==> config.mk <==
export PLATFORM = sky130hd
export DESIGN_NAME = fetch_queue
export DESIGN_NICKNAME = d
export VERILOG_FILES = /design/src/rtl/fetch_queue_pkg.sv /design/src/rtl/fetch_fifo.sv /design/src/rtl/fetch_queue.sv
export SDC_FILE = /design/constraint.sdc
export NUM_CORES = 1
export LEC_CHECK = 0
export CORE_ASPECT_RATIO = 1.5
export CORE_MARGIN = 2
export CORE_UTILIZATION = 45
export CTS_BUF_LIST = sky130_fd_sc_hd__clkbuf_16
export DETAILED_ROUTE_END_ITERATION = 8
export PLACE_DENSITY = 0.79
export SYNTH_ARGS = -nofsm -noshare
export SYNTH_HDL_FRONTEND = slang
export SYNTH_SLANG_ARGS = --single-unit
==> constraint.sdc <==
create_clock -name clk -period 2.7 [get_ports clk]
set_input_delay 0.27 -clock clk [delete_from_list [all_inputs] [get_ports clk]]
set_output_delay 0.27 -clock clk [all_outputs]
set_load 0.005 [all_outputs]
==> src/rtl/fetch_queue_pkg.sv <==
// Shared opcode header for the core: base opcodes and the canonical NOP.
// Fetch and decode both import this so the NOP encoding has a single definition.
package fetch_queue_pkg;

  localparam logic [6:0] OPC_OP_IMM = 7'b0010011;
  localparam logic [6:0] OPC_LOAD   = 7'b0000011;
  localparam logic [6:0] OPC_BRANCH = 7'b1100011;
  localparam logic [6:0] OPC_JAL    = 7'b1101111;

  // addi x0, x0, 0
  localparam logic [31:0] NOP_INST = {12'h000, 5'd0, 3'b000, 5'd0, OPC_OP_IMM};

endpackage

==> src/rtl/fetch_fifo.sv <==
// Circular buffer of fetched {instruction, pc} entries with a flush
// that takes priority over push and pop.
module fetch_fifo #(
  parameter  int W     = 46,
  parameter  int DEPTH = 4,
  localparam int CW    = $clog2(DEPTH + 1)
) (
  input  logic          clk,
  input  logic          rst,
  input  logic          push,
  input  logic [W-1:0]  push_data,
  input  logic          pop,
  input  logic          flush,
  output logic [W-1:0]  head,
  output logic [CW-1:0] count
);

  localparam int PW = $clog2(DEPTH);

  logic [W-1:0]  mem [DEPTH];
  logic [PW-1:0] rd_ptr;
  logic [PW-1:0] wr_ptr;

  // NOTE: the storage array has no reset; count and pointers alone decide
  // what is valid, so the RAM can map onto plain flops or a register file.
  always_ff @(posedge clk) begin
    if (push && !flush) mem[wr_ptr] <= push_data;
  end

  always_ff @(posedge clk or posedge rst) begin
    if (rst) begin
      rd_ptr <= '0;
      wr_ptr <= '0;
      count  <= '0;
    end else if (flush) begin
      rd_ptr <= '0;
      wr_ptr <= '0;
      count  <= '0;
    end else begin
      if (push) wr_ptr <= wr_ptr + PW'(1);
      if (pop)  rd_ptr <= rd_ptr + PW'(1);
      count <= count + CW'(push) - CW'(pop);
    end
  end

  assign head = mem[rd_ptr];

endmodule

==> src/rtl/fetch_queue.sv <==
// Instruction fetch front end: issues I-cache reads under a credit limit,
// queues returning instructions, and handles redirect by flush-and-kill.
module fetch_queue
  import fetch_queue_pkg::*;
#(
  parameter  int                ADDR_W   = 14,
  parameter  int                DEPTH    = 4,
  parameter  logic [ADDR_W-1:0] RESET_PC = '0,
  localparam int                CW       = $clog2(DEPTH + 1)
) (
  input  logic              clk,
  input  logic              rst,
  output logic [31:0]       icache_addr,
  output logic              icache_re,
  input  logic [31:0]       instruction,
  input  logic              stall,
  input  logic              redirect,
  input  logic [ADDR_W-1:0] redirect_pc,
  output logic              inst_valid,
  output logic [31:0]       inst,
  output logic [ADDR_W-1:0] inst_pc,
  input  logic              inst_ready,
  output logic [CW-1:0]     occupancy
);

  logic [ADDR_W-1:0]    fetch_pc;
  logic [ADDR_W-1:0]    inflight_pc;
  logic                 inflight_q;
  logic                 pop_req;
  logic                 capture;
  logic [CW:0]          need;
  logic [32+ADDR_W-1:0] head;
  logic                 queue_empty;

  assign queue_empty = (occupancy == '0);
  assign inst_valid  = !queue_empty && !stall;
  assign pop_req     = inst_valid && inst_ready;
  assign capture     = inflight_q && !redirect;

  // Entries already held plus the one still returning must leave room for a new read.
  assign need      = {1'b0, occupancy} - (CW+1)'(pop_req) + (CW+1)'(inflight_q);
  assign icache_re = !rst && !stall && !redirect && (need < (CW+1)'(DEPTH));

  assign icache_addr = 32'(fetch_pc);

  // NOTE: all state below uses non-blocking assignments so every register
  // samples the same pre-edge values regardless of statement order.
  always_ff @(posedge clk or posedge rst) begin
    if (rst) begin
      fetch_pc    <= RESET_PC;
      inflight_q  <= 1'b0;
      inflight_pc <= '0;
    end else begin
      inflight_q <= icache_re;
      if (icache_re) inflight_pc <= fetch_pc;
      if (redirect)
        fetch_pc <= redirect_pc & ~ADDR_W'(3);
      else if (icache_re)
        fetch_pc <= fetch_pc + ADDR_W'(4);
    end
  end

  fetch_fifo #(
    .W     (32 + ADDR_W),
    .DEPTH (DEPTH)
  ) u_fifo (
    .clk       (clk),
    .rst       (rst),
    .push      (capture),
    .push_data ({instruction, inflight_pc}),
    .pop       (pop_req && !redirect),
    .flush     (redirect),
    .head      (head),
    .count     (occupancy)
  );

  // An empty queue presents a NOP tagged with the address about to be fetched.
  assign inst    = queue_empty ? NOP_INST : head[32+ADDR_W-1:ADDR_W];
  assign inst_pc = queue_empty ? fetch_pc : head[ADDR_W-1:0];

endmodule

# Word level (Yosys, flattened, before mapping)
# Memory sizes are Yosys's and may differ from the RTL's.
# Cells that the tools add are included.
# Widths: inputs -> output; s select.
# op_classes
muxes	11
n_lt_le_gt_ge	1
add_sub_neg	7
reduce_logical	16
# ops
op	count
$mux 14	3
$mux 32	1
$add 14x3->14 const B	1
$logic_and 1x1->1	8
$mux 2	4
$reduce_bool 2->1	3
$add 2x1->2 const B	2
$add 4x1->4	1
$logic_not 1->1	4
$lt 4x3->1 const B	1
$sub 3x1->4	1
$add 3x1->3	1
$logic_not 3->1	1
$mux 3	1
$sub 3x1->3	1
$mux 1	2
# word_totals
mem_bits_rw	184
memories	1
in_bits	51
output_inout_bits	83
regBits	36
# memory_table
memory	words	width	rd	rd_ports_with_merged_regs	write_ports	line_no	source
u_fifo.mem	4	46	1	0	1	fetch_fifo.sv:20	logic [W-1:0] mem [DEPTH];

# Longest topological paths before layout
# logic_depth
ltp_word	10
depth_mapped	14
ltp_nobuf	13

# Modules after synthesis
# A second synthesis with hierarchy kept.
# hier_totals
cells_unflattened	507
area_unflattened_um2	9175.0
# modules_own_cells
mod	cells_per_inst	instances	area_per_inst_um2	seq_area_each_um2
fetch_fifo	279	1	7086.8	5700.5
fetch_queue	228	1	2088.3	625.6

# Worst setup path before layout
# Ideal clock, no wire load.
# synth_timing
kind	register to output
start	register u_fifo.count[0]
end	output icache_re
path_stages_with_launch	13
setup_slack_ps	-96
t_arrival_ps	2526
path_cell_list	dfrtp_1 > nor3_2 > nor2_1 > and2_1 > ha_1 > inv_1 > ha_1 > nand3b_2 > nand3_1 > a21oi_1 > o21ai_2 > inv_1 > buf_2
# synth_via
elab_chain_len	8
# synth_lines
element	line_no	source
start, declared	fetch_fifo.sv:15	output logic [CW-1:0] count
start signal, assigned	fetch_fifo.sv:42	count <= count + CW'(push) - CW'(pop);
$logic_not 3->1	fetch_queue.sv:35	assign queue_empty = (occupancy == '0);
$logic_not 1->1	fetch_queue.sv:36	assign inst_valid = !queue_empty && !stall;
$logic_and 1x1->1	fetch_queue.sv:36	
named net inst_valid	fetch_queue.sv:19	output logic inst_valid,
$logic_and 1x1->1	fetch_queue.sv:37	assign pop_req = inst_valid && inst_ready;
$sub 3x1->4	fetch_queue.sv:41	assign need = {1'b0, occupancy} - (CW+1)'(pop_req) + (CW+1)'(inflight_q);
$add 4x1->4	fetch_queue.sv:41	
$lt 4x3->1	fetch_queue.sv:42	assign icache_re = !rst && !stall && !redirect && (need < (CW+1)'(DEPTH));
$logic_and 1x1->1	fetch_queue.sv:42	
end, declared	fetch_queue.sv:14	output logic icache_re,
# The timed path passes the listed nets, and every way through them passes these cells.

# Worst setup path after layout
# layout_timing
start	register u_fifo.count[0]
end	output icache_re
# layout_via
elab_chain_len	8
# layout_lines
element	line_no
$logic_not 3->1	fetch_queue.sv:35
$logic_not 1->1	fetch_queue.sv:36
$logic_and 1x1->1	fetch_queue.sv:36
$logic_and 1x1->1	fetch_queue.sv:37
$sub 3x1->4 *	fetch_queue.sv:41
$add 4x1->4 *	fetch_queue.sv:41
$lt 4x3->1 *	fetch_queue.sv:42
$logic_and 1x1->1 *	fetch_queue.sv:42
# Every way passes the cells marked *; elsewhere a longest branch is shown, timed or not.

==> flow_summary_export.csv <==
group,metric,value,unit
run_status,status,"finished with violations",
run_status,violations,"negative setup slack",
setup_path,reg2reg_depth,15,
floorplanning,die_area,20200,sq um
logic_synthesis,synthArstFlopShare,0.154,
pwr,p_int,6.09,mW
detailed_routing,drc,0,
setup_path,cp_max_fo,3,
logic_synthesis,synthTopCellsByCount,"176 x edfxtp_1, 47 x nand2_1, 44 x mux4_2, 33 x nor2b_1, 32 x dfrtp_1",
clocking,clk_pin_slew_worst_paths,0.07,ns
detailed_routing,vias_per_cell,5.25,
clocking,cts_buffers,19,
floorplanning,pin_count,134,
finish,nNetsFinal,728,
clocking,clkLatencyLatePin,0.47,ns
pwr,p_leak,3.99,nW
logic_synthesis,synth_area_leaders,"edfxtp_1 62%, mux4_2 12%, dfrtp_1 9.3%, nor2b_1 2.4%, nand2_1 2.1%",
timing,max_freq,357,MHz
timing,tightestPinTransition,0.735,ns
setup_path,rrSetupSlack,0.03,ns
timing,slew_headroom,0.509,
pwr,power_switching,1.87,mW
place,io_buffers,109,
place,dp_hpwl,11.2,mm
finish,antennaDiodeCount,0,
logic_synthesis,yosysUniqueCellTypes,37,
logic_synthesis,synth_most_common_cell,"edfxtp_1",
finish,finalNonFillerCells,929,
timing,hold_ws,0.290,ns
clocking,cts_root_buf,"clkbuf_16",
place,place_congestion,0.828,
setup_path,criticalPathCategory,"reg2out",
finish,fin_util,0.605,
detailed_routing,firstDrtPassIters,4,
min_path,worstHoldPathType,"in2async",
floorplanning,core,18600,sq um
detailed_routing,drtIter0Drc,255,
finish,nFillCells,1353,
logic_synthesis,yosys.area.top_type,"edfxtp_1",
setup_path,cp_top_family,"simple AND/OR/NAND/NOR gates",
clocking,cts_htree_levels,1,
logic_synthesis,synth_edf_count,176,
logic_synthesis,seq_area_frac_synth,0.710,
clocking,cts_tree,"yes",
place,place_area,10100,sq um
logic_synthesis,syn_inst,498,
finish,multi_input_area,2430,sq um
setup_path,r2r-end,"fetch_pc[5]$_DFFE_PP0P_",
detailed_routing,wire_per_inst,19.6,microns
detailed_routing,ant_nets,0,
global_routing,grt_max_degree,45,
logic_synthesis,synth_top_area_share,0.617,
pwr,peakVddDrop,358,uV
pwr,power_density,707,nW/um^2
timing,fin_ws,-0.103,ns
global_routing,grt.overflow.total,0,
setup_path,startpoint,"u_fifo.count[0]$_DFF_PP0_",
logic_synthesis,ys_seq_elements,208,
finish,area_delta_synth_final,31.5,%
setup_path,cp_num_buf_inv,3,
detailed_routing,vias,4881,
timing,fin_crit,2.80,ns
logic_synthesis,synthFlopType,"edfxtp_1",
setup_path,end_kind,"primary output",
logic_synthesis,syn_area_per_cell,17.2,sq um
setup_path,required,2.43,ns
finish,register_area,6090,sq um
setup_path,cp_cell_sequence,"nor3_4 > nor2_2 > and2_4 > ha_4 > inv_4 > ha_4 > nand3b_4 > or3_4 > o21ai_4 > o21ai_4 > inv_2 > buf_6",
floorplanning,fp.dieH,173,microns
place,dp.cells,869,
finish,stdcell_area,11300,sq um
pwr,total_power,7.96,mW
finish,drive_gt1_frac,0.260,
timing,slew_viol_final,0,
setup_path,cp-start-kind,"flop",
logic_synthesis,syn_area,8570,sq um
timing,rsz0062_at_grt,"true",
floorplanning,rows,61,
global_routing,grtUsageTotal,0.176,
global_routing,antenna_found_initial,0,
global_routing,grt_pass1_vias,5160,
timing,tns,-0.103,ns
global_routing,grt_pass1_wl,27.4,mm
floorplanning,start_util,0.460,
pwr,swShare,0.235,
job,maxCapViolations,0,
floorplanning,die_x,117,microns
timing,hold_viol,0,
clocking,cts_buffer_depth,3,
pwr,combPwrFrac,0.173,
place,post-place-ws,-0.340,ns
pwr,clock_power_share,0.335,
logic_synthesis,ys_warn_count,0,
timing,skew,0.00735,ns
setup_path,cp.arrival,2.53,ns
clocking,cts_sinks,208,
pwr,pwr-share-seq,0.492,
setup_path,slowest_stage,"dfrtp_1",
timing,min_period_over_period,1.04,
setup_path,critPathMaxStageDelay,0.42,ns
setup_path,r2r_start,"u_fifo.count[0]$_DFF_PP0_",
timing,setup_viol,1,
detailed_routing,wl,18.2,mm
-- layout by cell type (no fill, tap or decap), types with 4 or more instances in the layout --
cell type	synthesis	final
edfxtp_1	176	176
clkdlybuf4s50_1	0	97
nand2_1	47	47
mux4_2	44	44
buf_4	22	38
nor2b_1	33	33
dfrtp_1	32	30
clkbuf_16	0	23
conb_1	1	22
nor2_1	15	14
inv_1	13	12
mux2_2	12	12
o21ai_0	13	10
dlymetal6s2s_1	0	8
buf_6	0	8
ha_1	11	7
buf_12	0	7
nand3_1	6	6
xor2_1	6	6
or3_1	7	5
and2_2	0	4
ha_4	0	4
-- cells by family (layout without fill, tap and decap cells) --
kind of cell	after synthesis	after routing	share of synthesized area
flip-flops	208	208	0.710
AND/OR/NAND/NOR	129	129	0.0759
multiplexers	57	57	0.133
buffers and inverters	55	213	0.0346
AO/OA/AOI/OAI	27	27	0.0187
adder cells (fa/ha/maj)	12	12	0.0184
XOR/XNOR	9	9	0.00920
other	1	22	0.000438
-- state kept, by name (all words and copies together), names as in the netlist --
signal,flops
u_fifo.wr_ptr,2
inflight_q,1
u_fifo.mem,176
inflight_pc,12
u_fifo.rd_ptr,2
fetch_pc,12
u_fifo.count,3
-- worst register-to-register path, cell delays in order (launching register included) --
cell and delay, ns:
dfrtp_1 0.42, nor3_4 0.25, nor2_2 0.08, and2_4 0.16
ha_4 0.17, inv_4 0.06, ha_4 0.13, nand3b_4 0.08
or3_4 0.35, o21ai_4 0.09, o21ai_4 0.09, buf_8 0.17
buf_6 0.13, buf_4 0.14, o21ai_2 0.13, a31oi_1 0.09
-- routing by layer --
layer,global-route usage,part of all wire,up-vias
li1,-,-,2175
met1,0.211,0.37,2476
met2,0.320,0.55,195
met3,0.0224,0.053,35
met4,0.0618,0.027,0
met5,0,0,-
-- power groups by stage --
stage	combinational, mW	clock, mW	sequential [mW]
finish	1.38	2.67	3.91
global route	1.49	2.82	3.94
floorplan	0.579	0	3.92
global placement	1.14	0	3.95
detailed placement	1.17	0	3.98
CTS	1.24	2.71	3.91
-- what timing repair did --
action,CTS,global route
gates resized for setup,31,41
cloned,0,4
setup buffers,15,12
pin swaps,7,8
hold buffers,0,0
hold endpoints to repair,0,0
setup endpoints to repair,43,47
-- layout make-up --
type,instances,share of cell area
sequential,208,0.541
multi-input combinational,256,0.215
timing repair buffer,167,0.156
clock buffer,19,0.0422
tap,252,0.0280
clock inverter,14,0.0127
inverter,13,0.00511
-- worst max path at each step --
stage,end,slack [ns],depth (start not counted)
detailed placement,fetch_pc[9]$_DFFE_PP0P_,-0.34,13
global route,icache_re,-0.17,12
finish,icache_re,-0.10,12
floorplan,icache_re,0.02,10
CTS,icache_re,-0.05,12
global placement,icache_re,-0.17,12
Note: power is estimated with default switching activity, not from simulation.
==> RTL change 1, RTL diff (config.mk and constraints unchanged) <==
`DEPTH` is set to 4 in 2 places; all go to 8.
--- a/src/rtl/fetch_fifo.sv
+++ b/src/rtl/fetch_fifo.sv
@@ -2,7 +2,7 @@
 // that takes priority over push and pop.
 module fetch_fifo #(
   parameter  int W     = 46,
-  parameter  int DEPTH = 4,
+  parameter  int DEPTH = 8,
   localparam int CW    = $clog2(DEPTH + 1)
 ) (
   input  logic          clk,
--- a/src/rtl/fetch_queue.sv
+++ b/src/rtl/fetch_queue.sv
@@ -4,7 +4,7 @@
   import fetch_queue_pkg::*;
 #(
   parameter  int                ADDR_W   = 14,
-  parameter  int                DEPTH    = 4,
+  parameter  int                DEPTH    = 8,
   parameter  logic [ADDR_W-1:0] RESET_PC = '0,
   localparam int                CW       = $clog2(DEPTH + 1)
 ) (
Ports: changed (resized occupancy); port bits go from 134 to 135. The function was not compared with the original's and may differ.
==> RTL change 1 against the original RTL <==
  * The flow still finishes with violations (negative setup slack)
  * Worst setup slack got worse by 0.18 ns
  * Sequential cell count increased by 179
  * Clock power increased by 94%
  * Power increased by 100%
  * Area after synthesis increased by 84%
  * Wire length increased by 97%
  * Hold slack got worse by 0.12 ns
  * Via count increased by 73%
  * Cell area increased by 77%
  * Critical path depth unchanged
  * Critical endpoint unchanged
  * Largest cell class unchanged
==> RTL change 1: results (changes against the original RTL) <==
stage,metric,value,unit,change
drt,wirelength,35900,um,+97%
yosys,synth_commonest_cells,"352 x edfxtp_1, 88 x mux4_2, 49 x nor2_1",,
drt,viasPerCell,5.55,,+5.7%
drt,wire_per_inst,23.6,um,+20%
clock_network,htreeDepth,2,,+1
grt,gr-usage-met2,35.1,%,+3.1 points
timing,setup_violations,21,,+20
power_and_ir_drop,peakVddDrop,0.899,mV,+150%
setup_path,max_stage_delay,0.36,ns,-0.06 ns
grt,grt_antenna_before_repair,2,,+2
setup_path,path_delay_family,adder cells,,
timing,slew_headroom,60.8,%,+9.9 points
clock_network,clock_latency,0.53,ns,+0.06 ns
grt,met1_usage,24.2,%,+3.1 points
yosys,synth_edf_count,352,,+100%
placement,dpl_cell_area,0.0179,mm^2,+77%
drt,met2WireLength,19400,um,+94%
drt,met3_length,1720,um,+78%
grt,grtUsageTotal,19.6,%,+2.0 points
run_status,violations,negative setup slack,,
yosys,syn_avg_cell_area,19.2,um^2,+12%
drt,drt_iter0_markers,684,,+170%
timing,worst_slack,-0.281,ns,-0.178 ns
yosys,synthArstFlopShare,9.04,%,-6.3 points
finish,nets,1081,,+48%
drt,wl_met1,13800,um,+100%
run_status,status,finished with violations,,
setup_path,worstPathArrival,2.71,ns,+0.18 ns
grt,grt_pass1_wl,53100,um,+94%
placement,dp_hpwl,20200,um,+80%
finish,layout-drive-gt1-share,30.8,%,+4.8 points
RTL change 1: cell types whose count changed after synthesis, moves of 19 or more:
cell,before,now
mux4_2,44,88
nor2_1,15,49
nand2_1,47,23
edfxtp_1,176,352
mux2i_1,1,43
nor2b_1,33,14
RTL change 1: report_power, final:
part	internal, mW	switching (mW)
combinational	1.93	1.56
clock	3.00	2.19
sequential	6.94	0.363
total	11.9	4.12
RTL change 1: what timing repair did:
item | 4_1_cts | 5_1_grt
endpoints found under the setup margin | 70 | 64
gates cloned | 6 | 3
pin swaps | 13 | 10
hold endpoints to repair | 0 | 0
setup buffers | 27 | 16
gates resized for setup | 137 | 76
RTL change 1: kinds of logic (layout without fill, tap and decap cells):
group | Yosys count | after routing | synth area share [%]
buf+inv | 80 | 286 | 2.76
flops | 387 | 387 | 72.6
fa+ha+maj | 12 | 12 | 0.999
other cells | 1 | 24 | 0.0238
compound gates | 53 | 53 | 2.61
simple gates | 137 | 137 | 4.39
mux | 143 | 143 | 16.3
xor+xnor | 7 | 7 | 0.389
RTL change 1: layout make-up:
cell class / instances / area, um^2
Antenna cell: 2 / 5.00
Tap cell: 473 / 592
Clock buffer: 42 / 1050
Inverter: 14 / 55.1
Timing Repair Buffer: 203 / 2290
Fill cell: 2486 / 14900
Sequential cell: 387 / 11500
Multi-Input combinational cell: 374 / 4270
Clock inverter: 27 / 184
RTL change 1: worst register-to-register path, cell delays in order (launching register included):
cell and delay [ns]:
dfrtp_1 0.36, inv_2 0.06, ha_4 0.15, nor3b_4 0.15
nor3b_2 0.25, ha_2 0.22, inv_2 0.04, ha_4 0.27
nand4b_4 0.12, a211oi_4 0.30, o21ai_4 0.10, inv_4 0.09
buf_4 0.10, buf_6 0.11, clkbuf_16 0.15, mux2_4 0.30
==> RTL change 2, RTL diff (config.mk and constraints unchanged) <==
Without the edit above. Reset style: synchronous (`rst`), changed in 2 clocked blocks.
--- a/src/rtl/fetch_fifo.sv
+++ b/src/rtl/fetch_fifo.sv
@@ -27,7 +27,7 @@
     if (push && !flush) mem[wr_ptr] <= push_data;
   end
 
-  always_ff @(posedge clk or posedge rst) begin
+  always_ff @(posedge clk) begin
     if (rst) begin
       rd_ptr <= '0;
       wr_ptr <= '0;
--- a/src/rtl/fetch_queue.sv
+++ b/src/rtl/fetch_queue.sv
@@ -45,7 +45,7 @@
 
   // NOTE: all state below uses non-blocking assignments so every register
   // samples the same pre-edge values regardless of statement order.
-  always_ff @(posedge clk or posedge rst) begin
+  always_ff @(posedge clk) begin
     if (rst) begin
       fetch_pc    <= RESET_PC;
       inflight_q  <= 1'b0;
Function: differs if rst is asserted again (counterexample within 4 cycles, from zero or initial values and one cycle with rst high); with rst held inactive, the same outputs for 4 cycles.
==> RTL change 2 against the original RTL <==
  * The flow still finishes with violations (negative setup slack)
  * Cell area fell by 2.5%
  * Utilization decreased by 1.3 points
  * Final cell count is 3.1% lower
  * Clock skew increased by 0.018 ns
  * Area after synthesis fell by 0.32%
  * Hold slack improved by 0.10 ns
  * Non-clock buffer count is 16 lower
  * Worst setup slack worse by 0.0084 ns
  * Sequential cell count grew 2
  * Wire length down 3.0%
  * Critical path type unchanged
  * Largest cell class unchanged
Power is not compared: it rests on default switching activity, and its combinational part moved more than twofold at a synthesized area within 25%.
==> RTL change 2: results (changes against the original RTL) <==
stage,metric,value,unit,change
drt,met2WireLength,9790,um,-2.1%
timing,tns,-0.204,ns,-0.101 ns
yosys,synth_commonest_cells,"176 x edfxtp_1, 44 x mux4_2, 34 x dfxtp_1",,
run_status,violations,negative setup slack,,
yosys,ys_types,48,,+30%
finish,areaGrowthSynthToFinish,28.5,%,
finish,nets,697,,-4.3%
timing,slew_headroom,57.4,%,+6.5 points
worst_hold_path,hp-class,input port to register,,
drt,num_vias,4772,,-2.2%
grt,use_met3,2.49,%,+0.25 points
finish,layout-drive-gt1-share,23.1,%,-2.8 points
drt,wl_met1,6660,um,-1.2%
finish,n_fill_cell,1352,,-0.074%
setup_path,r2r-start,u_fifo.count[0],,
yosys,synth_fa_ha_area_share,1.70,%,-0.14 points
timing,hold_ws,0.395,ns,+0.105 ns
grt,grt_pass1_wl,27600,um,+0.63%
setup_path,r2r_cells,12,,-3
grt,grt_max_degree,46,,+2.2%
timing,fin_skew,0.0257,ns,+0.0183 ns
run_status,status,finished with violations,,
yosys,synth-compound-area-share,2.48,%,+0.61 points
setup_path,worstPathArrival,2.54,ns,about the same
setup_path,cp_slowest_cell,dfxtp_2,,
yosys,synth.area.mux_share,14.9,%,+1.7 points
drt,wire_per_inst,19.6,um,+0.11%
placement,dp_hpwl,11200,um,about the same
placement,placed_cells,854,,-1.7%
yosys,ys_seq_area_share,69.8,%,-1.2 points
timing,worst_slack,-0.112,ns,-0.00837 ns
placement,gp_congestion,0.827,,-0.14%
yosys,synth_xor_area_share,0.820,%,-0.10 points
placement,dpl_cell_area,0.0101,mm^2,+0.24%
yosys,syn_avg_cell_area,17.5,um^2,+1.9%
setup_path,max_stage_delay,0.34,ns,-0.08 ns
timing,setup_violations,2,,+1
grt,gr-usage-met2,32.5,%,+0.53 points
drt,drt_iter0_markers,288,,+13%
placement,pre_cts_slack,-0.319,ns,+0.0217 ns
clock_network,clock_latency,0.49,ns,+0.02 ns
yosys,yosys-top-cells-area,"edfxtp_1 62%, mux4_2 12%, dfxtp_1 8.0%, nor2b_1 2.2%, buf_4 1.9%",,
drt,viasPerCell,5.30,,+0.92%
-- RTL change 2: cell types whose count changed in the layout (fill, tap and decap cells not counted), moves of 5 or more --
| cell | change |
|---|---|
| buf_4 | -10 |
| dlymetal6s2s_1 | -7 |
| o21ai_0 | -10 |
| clkdlybuf4s50_1 | +10 |
| dfrtp_1 | -30 |
| nor2_1 | +14 |
| dfxtp_1 | +30 |
| mux2i_1 | +14 |
| nand3_1 | -5 |
| nand2_1 | -41 |
| buf_6 | -5 |
-- RTL change 2: area by class of cell --
| type | instances | area share [%] |
|---|---|---|
| inverters | 15 | 0.513 |
| flip-flops and latches | 210 | 54.4 |
| clock buffers | 20 | 4.56 |
| multi-input cells | 238 | 22.1 |
| well taps | 252 | 2.87 |
| repair buffers | 151 | 14.4 |
| clock inverters | 14 | 1.11 |
-- RTL change 2: repair_timing --
action / 4_1_cts / 5_1_grt
buffers inserted: 4 / 7
pin swaps: 9 / 11
cloned: 0 / 2
resized for setup: 12 / 12
endpoints found under the setup margin: 15 / 34
